===== src/rtl/bram_heap_pq_if.sv =====
// bram_heap_pq_if: operation handshake and status bundle of the heap priority queue
interface bram_heap_pq_if #(
   parameter int DATA_WIDTH = 16,
   parameter int CW         = 4
);
   logic                  i_op_valid;
   logic                  o_op_ready;
   logic [1:0]            i_op;
   logic [DATA_WIDTH-1:0] i_data;
   logic [DATA_WIDTH-1:0] o_top;
   logic [CW-1:0]         o_count;
   logic                  o_full;
   logic                  o_empty;
   logic                  o_err;
   modport master (output i_op_valid, i_op, i_data, input o_op_ready, o_top, o_count, o_full, o_empty, o_err);
   modport slave  (input i_op_valid, i_op, i_data, output o_op_ready, o_top, o_count, o_full, o_empty, o_err);
endinterface


===== src/rtl/bram_heap_pq.sv =====
// bram_heap_pq: binary-heap priority queue, root in a register and one dual-port RAM per lower level
module bram_heap_pq #(
   parameter int QUEUE_SIZE = 15,
   parameter int DATA_WIDTH = 16,
   parameter bit MAX_HEAP   = 1'b1
) (
   input logic           CLK,
   input logic           RSTn,
   bram_heap_pq_if.slave bus
);
   localparam int D  = $clog2(QUEUE_SIZE + 1);
   localparam int AW = D - 1;
   localparam int LW = $clog2(D + 1);
   typedef enum logic [2:0] {IDLE, PUSH_RD, POP_LAST, SIFT_RD, WAIT, CMP_WR} state_t;
   typedef enum logic [1:0] {M_PUSH, M_POP, M_SIFT} mode_t;
   state_t                r_state, w_next;
   mode_t                 r_mode;
   logic [D-1:0]          r_count, r_bound, r_node, r_target, w_cnt_inc, w_pchild, w_cbest;
   logic [LW-1:0]         r_lvl, r_tlev, w_clvl;
   logic [DATA_WIDTH-1:0] r_root, r_cur, w_prd, w_best;
   logic [D:0]            w_c0, w_c1;
   logic                  r_err, w_acc, w_push, w_pop, w_repl, w_rej, w_empty, w_full;
   logic                  w_cbt, w_v0, w_pick1, w_swap;
   logic [LW-1:0]         w_a_lvl, w_b_lvl;
   logic [AW-1:0]         w_a_addr, w_b_addr;
   logic                  w_a_re, w_a_we, w_b_re, w_b_we;
   logic [DATA_WIDTH-1:0] w_a_wd, w_b_wd;
   logic [DATA_WIDTH-1:0] w_da [2**LW];
   logic [DATA_WIDTH-1:0] w_db [2**LW];

   function automatic logic better(input logic [DATA_WIDTH-1:0] a, input logic [DATA_WIDTH-1:0] b);
      return MAX_HEAP ? (a > b) : (a < b);
   endfunction

   function automatic logic [LW-1:0] msb(input logic [D-1:0] x);
      msb = '0;
      for (int i = 0; i < D; i++) if (x[i]) msb = LW'(i);
   endfunction

   assign w_empty   = (r_count == '0);
   assign w_full    = (r_count == D'(QUEUE_SIZE));
   assign w_acc     = bus.i_op_valid & (r_state == IDLE);
   assign w_rej     = w_acc & ((bus.i_op == 2'b11) | ((bus.i_op == 2'b00) & w_full) | ((bus.i_op == 2'b01) & w_empty));
   assign w_push    = w_acc & (((bus.i_op == 2'b00) & !w_full) | ((bus.i_op == 2'b10) & w_empty));
   assign w_pop     = w_acc & (bus.i_op == 2'b01) & !w_empty;
   assign w_repl    = w_acc & (bus.i_op == 2'b10) & !w_empty;
   assign w_cnt_inc = r_count + 1'b1;
   assign w_clvl    = r_lvl + 1'b1;
   // push path: next node toward the target slot is the target's prefix one level deeper
   assign w_pchild  = r_target >> (r_tlev - r_lvl - 1'b1);
   assign w_prd     = w_da[r_lvl];
   assign w_cbt     = better(r_cur, w_prd);
   assign w_c0      = {r_node, 1'b0};
   assign w_c1      = {r_node, 1'b1};
   assign w_v0      = (w_c0 <= {1'b0, r_bound});
   assign w_pick1   = (w_c1 <= {1'b0, r_bound}) & better(w_db[w_clvl], w_da[w_clvl]);
   assign w_best    = w_pick1 ? w_db[w_clvl] : w_da[w_clvl];
   assign w_cbest   = w_pick1 ? w_c1[D-1:0] : w_c0[D-1:0];
   assign w_swap    = w_v0 & better(w_best, r_cur);

   always_ff @(posedge CLK or negedge RSTn) begin
      if (!RSTn) r_state <= IDLE;
      else       r_state <= w_next;
   end

   always_comb begin
      w_next   = r_state;
      w_a_lvl  = w_clvl;
      w_a_addr = '0;
      w_a_re   = 1'b0;
      w_a_we   = 1'b0;
      w_a_wd   = r_cur;
      w_b_lvl  = w_clvl;
      w_b_addr = w_c1[AW-1:0];
      w_b_re   = 1'b0;
      w_b_we   = 1'b0;
      w_b_wd   = w_best;
      case (r_state)
         IDLE:     w_next = (w_push & !w_empty) ? PUSH_RD : (w_pop & (r_count != D'(1))) ? POP_LAST : w_repl ? SIFT_RD : IDLE;
         PUSH_RD: begin
            w_a_addr = w_pchild[AW-1:0];
            w_a_re   = 1'b1;
            w_next   = WAIT;
         end
         POP_LAST: begin
            w_a_lvl  = r_tlev;
            w_a_addr = r_target[AW-1:0];
            w_a_re   = 1'b1;
            w_next   = WAIT;
         end
         SIFT_RD: begin
            w_a_addr = w_c0[AW-1:0];
            w_a_re   = w_v0;
            w_b_re   = w_v0;
            w_next   = w_v0 ? WAIT : IDLE;
         end
         WAIT:     w_next = CMP_WR;
         CMP_WR: begin
            w_a_lvl  = (r_mode == M_SIFT) ? w_clvl : r_lvl;
            w_a_addr = (r_mode == M_SIFT) ? w_cbest[AW-1:0] : r_node[AW-1:0];
            w_a_we   = (r_mode == M_PUSH) | (w_swap & (r_mode == M_SIFT));
            w_a_wd   = ((r_mode == M_SIFT) | (r_node == r_target) | w_cbt) ? r_cur : w_prd;
            w_b_lvl  = r_lvl;
            w_b_addr = r_node[AW-1:0];
            w_b_we   = w_swap & (r_mode == M_SIFT) & (r_lvl != '0);
            w_next   = (r_mode == M_PUSH) ? ((r_node != r_target) ? PUSH_RD : IDLE) :
                       ((r_mode == M_POP) | w_swap) ? SIFT_RD : IDLE;
         end
         default:  w_next = IDLE;
      endcase
   end

   always_ff @(posedge CLK or negedge RSTn) begin
      if (!RSTn) begin
         r_count  <= '0;
         r_root   <= '0;
         r_cur    <= '0;
         r_err    <= 1'b0;
         r_mode   <= M_PUSH;
         r_bound  <= '0;
         r_node   <= '0;
         r_target <= '0;
         r_lvl    <= '0;
         r_tlev   <= '0;
      end else begin
         r_err <= w_rej;
         if (w_push) begin
            r_count  <= w_cnt_inc;
            r_mode   <= M_PUSH;
            r_target <= w_cnt_inc;
            r_tlev   <= msb(w_cnt_inc);
            r_node   <= D'(1);
            r_lvl    <= '0;
            r_root   <= (w_empty | better(bus.i_data, r_root)) ? bus.i_data : r_root;
            r_cur    <= better(bus.i_data, r_root) ? r_root : bus.i_data;
         end
         if (w_pop) begin
            r_count  <= r_count - 1'b1;
            r_mode   <= M_POP;
            r_target <= r_count;
            r_tlev   <= msb(r_count);
            r_node   <= D'(1);
            r_lvl    <= '0;
         end
         if (w_repl) begin
            r_mode  <= M_SIFT;
            r_root  <= bus.i_data;
            r_cur   <= bus.i_data;
            r_bound <= r_count;
            r_node  <= D'(1);
            r_lvl   <= '0;
         end
         if (r_state == PUSH_RD) begin
            r_node <= w_pchild;
            r_lvl  <= w_clvl;
         end
         if (r_state == CMP_WR && r_mode == M_PUSH && w_cbt) r_cur <= w_prd;
         // pop: former last entry becomes the root, then sifts down over the shrunken heap
         if (r_state == CMP_WR && r_mode == M_POP) begin
            r_root  <= w_da[r_tlev];
            r_cur   <= w_da[r_tlev];
            r_mode  <= M_SIFT;
            r_bound <= r_count;
         end
         if (r_state == CMP_WR && r_mode == M_SIFT && w_swap) begin
            if (r_lvl == '0) r_root <= w_best;
            r_node <= w_cbest;
            r_lvl  <= w_clvl;
         end
      end
   end

   for (genvar l = 0; l < 2**LW; l++) begin : g_lvl
      if (l >= 1 && l < D) begin : g_ram
         logic [DATA_WIDTH-1:0] r_mem [2**l];
         logic [DATA_WIDTH-1:0] r_da, r_db;
         always_ff @(posedge CLK) begin
            if (w_a_lvl == LW'(l) && w_a_we) r_mem[w_a_addr[l-1:0]] <= w_a_wd;
            if (w_b_lvl == LW'(l) && w_b_we) r_mem[w_b_addr[l-1:0]] <= w_b_wd;
            if (w_a_lvl == LW'(l) && w_a_re) r_da <= r_mem[w_a_addr[l-1:0]];
            if (w_b_lvl == LW'(l) && w_b_re) r_db <= r_mem[w_b_addr[l-1:0]];
         end
         assign w_da[l] = r_da;
         assign w_db[l] = r_db;
      end else begin : g_none
         assign w_da[l] = '0;
         assign w_db[l] = '0;
      end
   end

   assign bus.o_op_ready = (r_state == IDLE);
   assign bus.o_top      = r_root;
   assign bus.o_count    = r_count;
   assign bus.o_full     = w_full;
   assign bus.o_empty    = w_empty;
   assign bus.o_err      = r_err;
endmodule


===== src/flat_wrapper.sv =====
// flat-port wrapper written by rule: the top's interface ports become plain ports
module bram_heap_pq_flat 
#(
   parameter int QUEUE_SIZE = 15,
   parameter int DATA_WIDTH = 16,
   parameter bit MAX_HEAP   = 1'b1
)
  (CLK, RSTn, bus_i_op_valid, bus_i_op, bus_i_data, bus_o_op_ready, bus_o_top, bus_o_count, bus_o_full, bus_o_empty, bus_o_err);
  bram_heap_pq_if #(.DATA_WIDTH(DATA_WIDTH), .CW(4)) bus_i ();
  input logic CLK;
  input logic RSTn;
  input wire logic [$bits(bus_i.i_op_valid)-1:0] bus_i_op_valid;
  input wire logic [$bits(bus_i.i_op)-1:0] bus_i_op;
  input wire logic [$bits(bus_i.i_data)-1:0] bus_i_data;
  output wire logic [$bits(bus_i.o_op_ready)-1:0] bus_o_op_ready;
  output wire logic [$bits(bus_i.o_top)-1:0] bus_o_top;
  output wire logic [$bits(bus_i.o_count)-1:0] bus_o_count;
  output wire logic [$bits(bus_i.o_full)-1:0] bus_o_full;
  output wire logic [$bits(bus_i.o_empty)-1:0] bus_o_empty;
  output wire logic [$bits(bus_i.o_err)-1:0] bus_o_err;
  assign bus_i.i_op_valid = bus_i_op_valid;
  assign bus_i.i_op = bus_i_op;
  assign bus_i.i_data = bus_i_data;
  assign bus_o_op_ready = bus_i.o_op_ready;
  assign bus_o_top = bus_i.o_top;
  assign bus_o_count = bus_i.o_count;
  assign bus_o_full = bus_i.o_full;
  assign bus_o_empty = bus_i.o_empty;
  assign bus_o_err = bus_i.o_err;
  bram_heap_pq #(.QUEUE_SIZE(QUEUE_SIZE), .DATA_WIDTH(DATA_WIDTH), .MAX_HEAP(MAX_HEAP)) u_core (.CLK(CLK), .RSTn(RSTn), .bus(bus_i));
endmodule

===== config.mk =====
export PLATFORM = sky130hd
export DESIGN_NAME = bram_heap_pq_flat
export DESIGN_NICKNAME = d
export VERILOG_FILES = /design/src/rtl/bram_heap_pq_if.sv /design/src/rtl/bram_heap_pq.sv /design/src/flat_wrapper.sv
export SDC_FILE = /design/constraint.sdc
export NUM_CORES = 1
export LEC_CHECK = 0
export BUFFER_PORTS_ARGS = -buffer_cell sky130_fd_sc_hd__buf_2
export CAP_MARGIN = 20
export CORE_MARGIN = 4
export CORE_UTILIZATION = 40
export CTS_BUF_LIST = sky130_fd_sc_hd__clkbuf_2
export DETAILED_ROUTE_END_ITERATION = 8
export HOLD_SLACK_MARGIN = 0.06
export PLACE_DENSITY = 0.54
export SLEW_MARGIN = 20
export SYNTH_ARGS = -nofsm -noshare
export SYNTH_HDL_FRONTEND = slang
export SYNTH_SLANG_ARGS = --single-unit

===== constraint.sdc =====
create_clock -name CLK -period 12.2 [get_ports CLK]
set_clock_uncertainty 0.15 [all_clocks]
set_input_delay 0.61 -clock CLK [delete_from_list [all_inputs] [get_ports CLK]]
set_output_delay 0.61 -clock CLK [all_outputs]
set_load 0.05 [all_outputs]

Word-level counts from Yosys, hierarchy flattened
Memory sizes are Yosys's and may differ from the RTL's. A register that Yosys moved wholly into a read port is not among the register bits. Cells that the tools add are included.

Flip-flop bits (word level): 60. Bits in writable memories: 224. Bits of input ports: 21. Output and inout port bits: 24. Memories kept: 3.

Add/sub/neg operators: 5. Magnitude comparators: 9. Equal/unequal tests: 20. Shift operators: 1. Multiplexer cells: 93. Bitwise operators: 28. Reductions and logical operators: 34.

Memory list: u_core.g_lvl[3].g_ram.r_mem (words 8, width 16, rd ports 2, clocked after Yosys merged registers in 2, wr ports 1, line bram_heap_pq.sv:175) `logic [DATA_WIDTH-1:0] r_mem [2**l];`; u_core.g_lvl[2].g_ram.r_mem (words 4, width 16, rd ports 2, clocked after Yosys merged registers in 2, wr ports 1, line bram_heap_pq.sv:175); u_core.g_lvl[1].g_ram.r_mem (words 2, width 16, rd ports 2, clocked after Yosys merged registers in 2, wr ports 1, line bram_heap_pq.sv:175).

Operators by type and width (count): 16-bit 2-to-1 mux (25); 16-bit binary-select mux with 3-bit select (4); 16-bit greater-than comparator (4); 3-bit 2-to-1 mux (16); 16-bit OR reduction (3); 4-bit 2-to-1 mux (10); 1-bit 2-to-1 mux (23); 2-bit 2-to-1 mux (11); 3-bit by 2-bit equality test with 1-bit output, second input constant (6); 1-bit bitwise AND (17); 1-bit logical AND (17); 3-bit one-hot mux with 5 select lines (1); 4-bit greater-or-equal comparator, second input constant (3); 3-bit NOT with 4-bit output (3); 3-bit one-hot mux with 4 select lines (1); 5-bit by 4-bit less-or-equal comparator with 1-bit output (2); 3-bit by 1-bit equality test with 1-bit output, second input constant (3); 1-bit OR (8); 4-bit nonzero test (2); 2-bit equality test, second input constant (3); 3-bit equality test, second input constant (2); 3-bit zero test (2); 3-bit one-hot mux with 2 select lines (1); 5-bit nonzero test (1); other kinds (18) (22).

Longest topological paths before layout
Depth in word-level cells: 18. Gate-level depth with buffers: 31. Depth with buffers taken out: 22.

Worst setup path after synthesis
OpenSTA, ideal clock, no wires.

Kind: reg2reg. From: register u_core.r_lvl[1]. To: memory u_core.g_lvl[3].g_ram.r_mem[1][0], enable pin. Arrival: 7.127 ns. Slack: 4.509 ns. Cell stages (with the launch flop): 28. Path buffers: 6. Cells stage by stage: dfrtp_1 -> clkbuf_1 -> clkbuf_1 -> inv_1 -> ha_1 -> clkbuf_1 -> nor2_1 -> clkbuf_1 -> a22o_1 -> nand2_1 -> ha_1 -> a21oi_1 -> o21ai_0 -> a221o_1 -> or3_1 -> buf_2 -> nand2_1 -> buf_6 -> mux2_2 -> inv_1 -> ha_1 -> a21oi_1 -> o21ai_0 -> a221oi_1 -> nand3_1 -> and4_1 -> or4_1 -> o31ai_1.

Word-level cells in the longest chain between the ends: 18. Elaborated cells between the ends (all ways): 39. Those cells by class: add/sub: 3; order compare: 2; eq/ne: 2; shift: 1; mux: 21; bitwise: 6; reduce/logical: 4.

RTL lines: start: declaration (line bram_heap_pq.sv:19) `logic [LW-1:0] r_lvl, r_tlev, w_clvl;`; start signal: assignment (line bram_heap_pq.sv:155) `r_lvl <= w_clvl;`; start signal: assignment (line bram_heap_pq.sv:168) `r_lvl <= w_clvl;`; 3-bit by 1-bit adder with 3-bit output (line bram_heap_pq.sv:48) `assign w_clvl = r_lvl + 1'b1;`; 3-bit NOT with 4-bit output (not written as such) (line bram_heap_pq.sv:56, bram_heap_pq.sv:57); 16-bit binary-select mux with 3-bit select (line bram_heap_pq.sv:56, bram_heap_pq.sv:57); 16-bit 2-to-1 mux (not written as such) (2 in series) (line bram_heap_pq.sv:56, bram_heap_pq.sv:57); 16-bit greater-than comparator (line bram_heap_pq.sv:32) `return MAX_HEAP ? (a > b) : (a < b);`; 1-bit bitwise AND (line bram_heap_pq.sv:56) `assign w_pick1 = (w_c1 <= {1'b0, r_bound}) & better(w_db[w_clvl], w_da[w_clvl]);`; 16-bit 2-to-1 mux (line bram_heap_pq.sv:57) `assign w_best = w_pick1 ? w_db[w_clvl] : w_da[w_clvl];`; 16-bit greater-than comparator (line bram_heap_pq.sv:32); 1-bit bitwise AND (line bram_heap_pq.sv:59) `assign w_swap = w_v0 & better(w_best, r_cur);`; 1-bit bitwise AND (line bram_heap_pq.sv:101, bram_heap_pq.sv:105); 1-bit bitwise AND (line bram_heap_pq.sv:105) `w_b_we = w_swap & (r_mode == M_SIFT) & (r_lvl != '0);`; 1-bit 2-to-1 mux (line bram_heap_pq.sv:78) `case (r_state)`; 1-bit logical AND (line bram_heap_pq.sv:179) `if (w_b_lvl == LW'(l) && w_b_we) r_mem[w_b_addr[l-1:0]] <= w_b_wd;`; 1-bit 2-to-1 mux (line bram_heap_pq.sv:179); 1-bit 2-to-1 mux (not written as such) (line bram_heap_pq.sv:179); 16-bit OR reduction (no line); 3-bit 2-to-1 mux (no line) / 1-bit 2-to-1 mux (equally long branches); end: declaration (line bram_heap_pq.sv:175).

Several ways; a longest one is shown, not always the timed one. The select of a mux whose other input is x is not followed.

Worst setup path after layout
From: register u_core.r_lvl[0]. To: memory u_core.g_lvl[3].g_ram.r_mem[1][13], enable pin.

Same word-level chain as after synthesis.

==> results.toml <==
[timing]
hold_viol_final = 0
drv_slew = 0
fmax_mhz = 101.7
fin_setup_tns_ns = 0
slew_headroom_pct = 23.52
setup_viol = 0
worst_pin_slew_ns = 1.147
min_period_ns = 9.835
finalCritPeriodShare_pct = 80.61
rsz0062_at_grt = "no"

[routing]
final_antenna_net_count = 0
vias = 17670
drc = 0
initialDrtViolationCount = 1672
routed_wl_um = 73630
viasPerCell = 6.038
wl_per_cell_um = 25.16
dr.pass1.iters = 6

[worst_setup_path]
arrival_ns = 10.36
r2r_start = "u_core.r_lvl[0]"
r2r_end = "u_core.g_lvl[3].g_ram.r_mem[1][13]"
endpoint_kind = "flop"
r2r_setup_slack_ns = 2.37
crit_fanout = 46
cp-startpoint = "u_core.r_lvl[0]"
path_class = "flop to flop"
reg2reg_depth = 23
cp-endpoint = "u_core.g_lvl[3].g_ram.r_mem[1][13]"
start_kind = "flop"
required_ns = 12.72

[global_route]
antenna_found_initial = 5
grt_overflow_total = 0
grt_pass1_vias = 16930
grt_max_degree = 80
grt_pass1_wl_um = 108600
track_usage_pct = 24.95

[floorplanning]
dieArea_um2 = 58020
num_io_pins = 45
fp.dieH_um = 240.9
start_util_pct = 40.39
rows = 85
die_w_um = 240.9
core_um2 = 53710

[hold_path]
hold_path.class = "input port to flop"

[yosys]
yosysSeqAreaShare_pct = 51.11
synth_top_area_share_pct = 44.30
synth_nets = 2186
ys_warn_count = 0
synthArstFlopShare_pct = 15.57
yosys-mux-area-fraction_pct = 7.735
yosys.area_share.adder_pct = 4.534
synth_top_family_by_area = "simple AND/OR/NAND/NOR gates"
synth-compound-area-share_pct = 15.12
synth-xor-area-share_pct = 0.4038
syn_avg_cell_area_um2 = 10.39
ys_types = 85
synth_area_leaders = "edfxtp_1 44%, dfrtp_1 6.8%, nand2_1 6.4%"
netlist_area_um2 = 21690
ys.flop_type = "edfxtp_1"
syn_inst = 2087
synth-edff-count = 320
ys_ff_latch = 379
synthSimpleGateAreaFrac_pct = 16.73
synth_top_area_cell = "edfxtp_1"

[place]
gp_congestion = 0.9375
portBuffers = 44
dpl.hpwl_um = 49370

[pwr]
p_clk_share_pct = 12.5
power_frac_comb_pct = 58.8
irDropWorstVdd_v = 0.0001268
leakagePower_nw = 9.056
seq_power_share_pct = 28.7
p_switching_w = 0.003558
p_per_area_nw_per_um2 = 294.8
internal_power_w = 0.003464
p_sw_share_pct = 50.67

[final_layout]
drive_gt1_share_pct = 17.07
fillerInstances = 5041
utilization_pct = 44.35
nets = 2256
area_growth_pct = 9.818

[outcome]
status = "finished, final reports clean"

[clock_tree]
cts_tree = "built"
cts_setup_buffers = 0
h-tree-depth = 3
cts_buffers = 99
clk_pin_slew_ns = 0.10
root_buffer = "clkbuf_2"
clk_path_buf_depth = 3
clkLatencyLatePin_ns = 1.17
cts_sinks = 379

[run]
drv_cap = 0
==> flip-flops by register name, indices dropped and copies added, names as in the netlist, 3 cells and up <==
signal	flops
u_core.g_lvl.g_ram.r_mem	224
u_core.g_lvl.g_ram.r_da	48
u_core.g_lvl.g_ram.r_db	48
u_core.bus.o_top	16
u_core.r_cur	16
u_core.bus.o_count	4
u_core.r_bound	4
u_core.r_node	4
u_core.r_target	4
u_core.r_lvl	3
u_core.r_state	3
==> how the worst min path moves through the flow <==
stage | from | end | cells after the start
floorplan | RSTn | u_core.bus.o_count[0] | 0
global placement | u_core.g_lvl[1].g_ram.r_mem[0][13] | u_core.g_lvl[1].g_ram.r_db[13] | 2
detailed placement | u_core.g_lvl[1].g_ram.r_mem[0][0] | u_core.g_lvl[1].g_ram.r_db[0] | 2
CTS | bus_i_data[12] | u_core.r_cur[12] | 4
global route | bus_i_data[10] | u_core.bus.o_top[10] | 4
finish | bus_i_data[2] | u_core.bus.o_top[2] | 4
==> Yosys cell counts, types with 15 or more instances <==
cell type,n
o211ai_1,41
a22o_1,15
a221oi_1,19
nor3_1,27
a22oi_1,29
buf_2,35
edfxtp_1,320
nor3b_1,16
o21ai_0,47
mux2_2,61
nand3_1,109
inv_1,75
or3_1,33
a31o_2,16
nand4_1,18
ha_1,77
nand2b_1,19
nor2_1,72
nor2b_1,28
a211oi_1,21
a31oi_1,96
clkbuf_1,97
mux2i_1,99
nand2_1,368
o22ai_1,24
dfrtp_1,59
o221ai_1,16
a21oi_1,71
==> logic make-up after synthesis <==
kind of cell / after synthesis
AOI/OAI and AO/OA: 470
and+or+nand+nor: 759
DFF: 379
buffers and inverters: 231
xor gates and xnor gates: 10
muxes: 160
adders and majority gates: 78
==> per-layer routing <==
metal / part of all wire [%] / routed length [µm] / global-route usage (%) / vias up
met5: 0.018 / 13 / 0 / -
met4: 2.7 / 1971 / 7.946 / 2
met3: 7.3 / 5408 / 4.091 / 124
met2: 46 / 33890 / 40.08 / 821
met1: 44 / 32340 / 34.90 / 8725
li1: - / - / - / 8001
==> critical path: stages, from the launching register on <==
cell,delay [ns]
dfrtp_2,0.35
buf_4,0.50
inv_1,0.59
ha_1,0.51
buf_4,0.39
nor2b_1,0.20
o21ai_0,0.13
ha_1,0.33
nand4_1,0.16
nor4_1,0.57
a21boi_0,0.23
or3_1,0.48
nand2_1,0.57
mux2_2,0.45
inv_1,0.08
ha_1,0.29
nand3_1,0.14
nor4_1,0.70
a2bb2oi_1,0.24
and2_1,0.26
and4_1,0.19
buf_4,0.29
or4_1,0.60
o31ai_4,0.93
==> layout by cell type (no fill, tap or decap), types with 45 or more instances in the layout <==
cell	synthesis	routed
nor2_1	72	70
clkbuf_2	0	146
a21oi_1	71	69
mux2_2	61	61
inv_1	75	75
ha_1	77	77
nand2_1	368	366
nand3_1	109	109
dfrtp_1	59	58
mux2i_1	99	97
o21ai_0	47	45
a31oi_1	96	96
edfxtp_1	320	320
==> cell type report <==
type	count	area [µm²]	share of cell area, %
flip-flops and latches	379	11090	46.54
multi-input cells	1477	9799	41.14
repair buffers	123	909.6	3.819
well taps	696	870.8	3.656
clock buffers	146	730.7	3.068
inverters	77	289.0	1.213
clock inverters	24	121.4	0.5095
diodes	5	12.51	0.05253
==> stage by stage <==
step | cell area (µm²) | power (W) | hold slack, ns | setup slack [ns] | std cells
finish | 23820 | 0.007022 | 0.2274 | 2.365 | 2927
global route | 23820 | 0.007495 | 0.1361 | 1.969 | 2925
CTS | 23760 | 0.007007 | 0.07493 | 2.461 | 2918
detailed placement | 22590 | 0.006100 | 0.3751 | 2.517 | 2717
global placement | 22570 | 0.006061 | 0.3560 | 2.723 | 2716
floorplan | 21690 | 0.004737 | 0.1644 | 4.509 | 2087
==> what timing repair did <==
item / CTS / global route
resized for setup: 0 / 0
hold endpoints to repair: 106 / 0
hold buffers: 31 / 0
==> power groups by stage <==
stage	logic [W]	clock network (W)	registers, W
after floorplan	0.00270	0	0.00204
after global placement	0.00402	0	0.00204
after detailed placement	0.00406	0	0.00204
after CTS	0.00409	0.000911	0.00201
after global routing	0.00448	0.000981	0.00203
final	0.00413	0.000876	0.00202
Power figures use the tool's default switching activity.
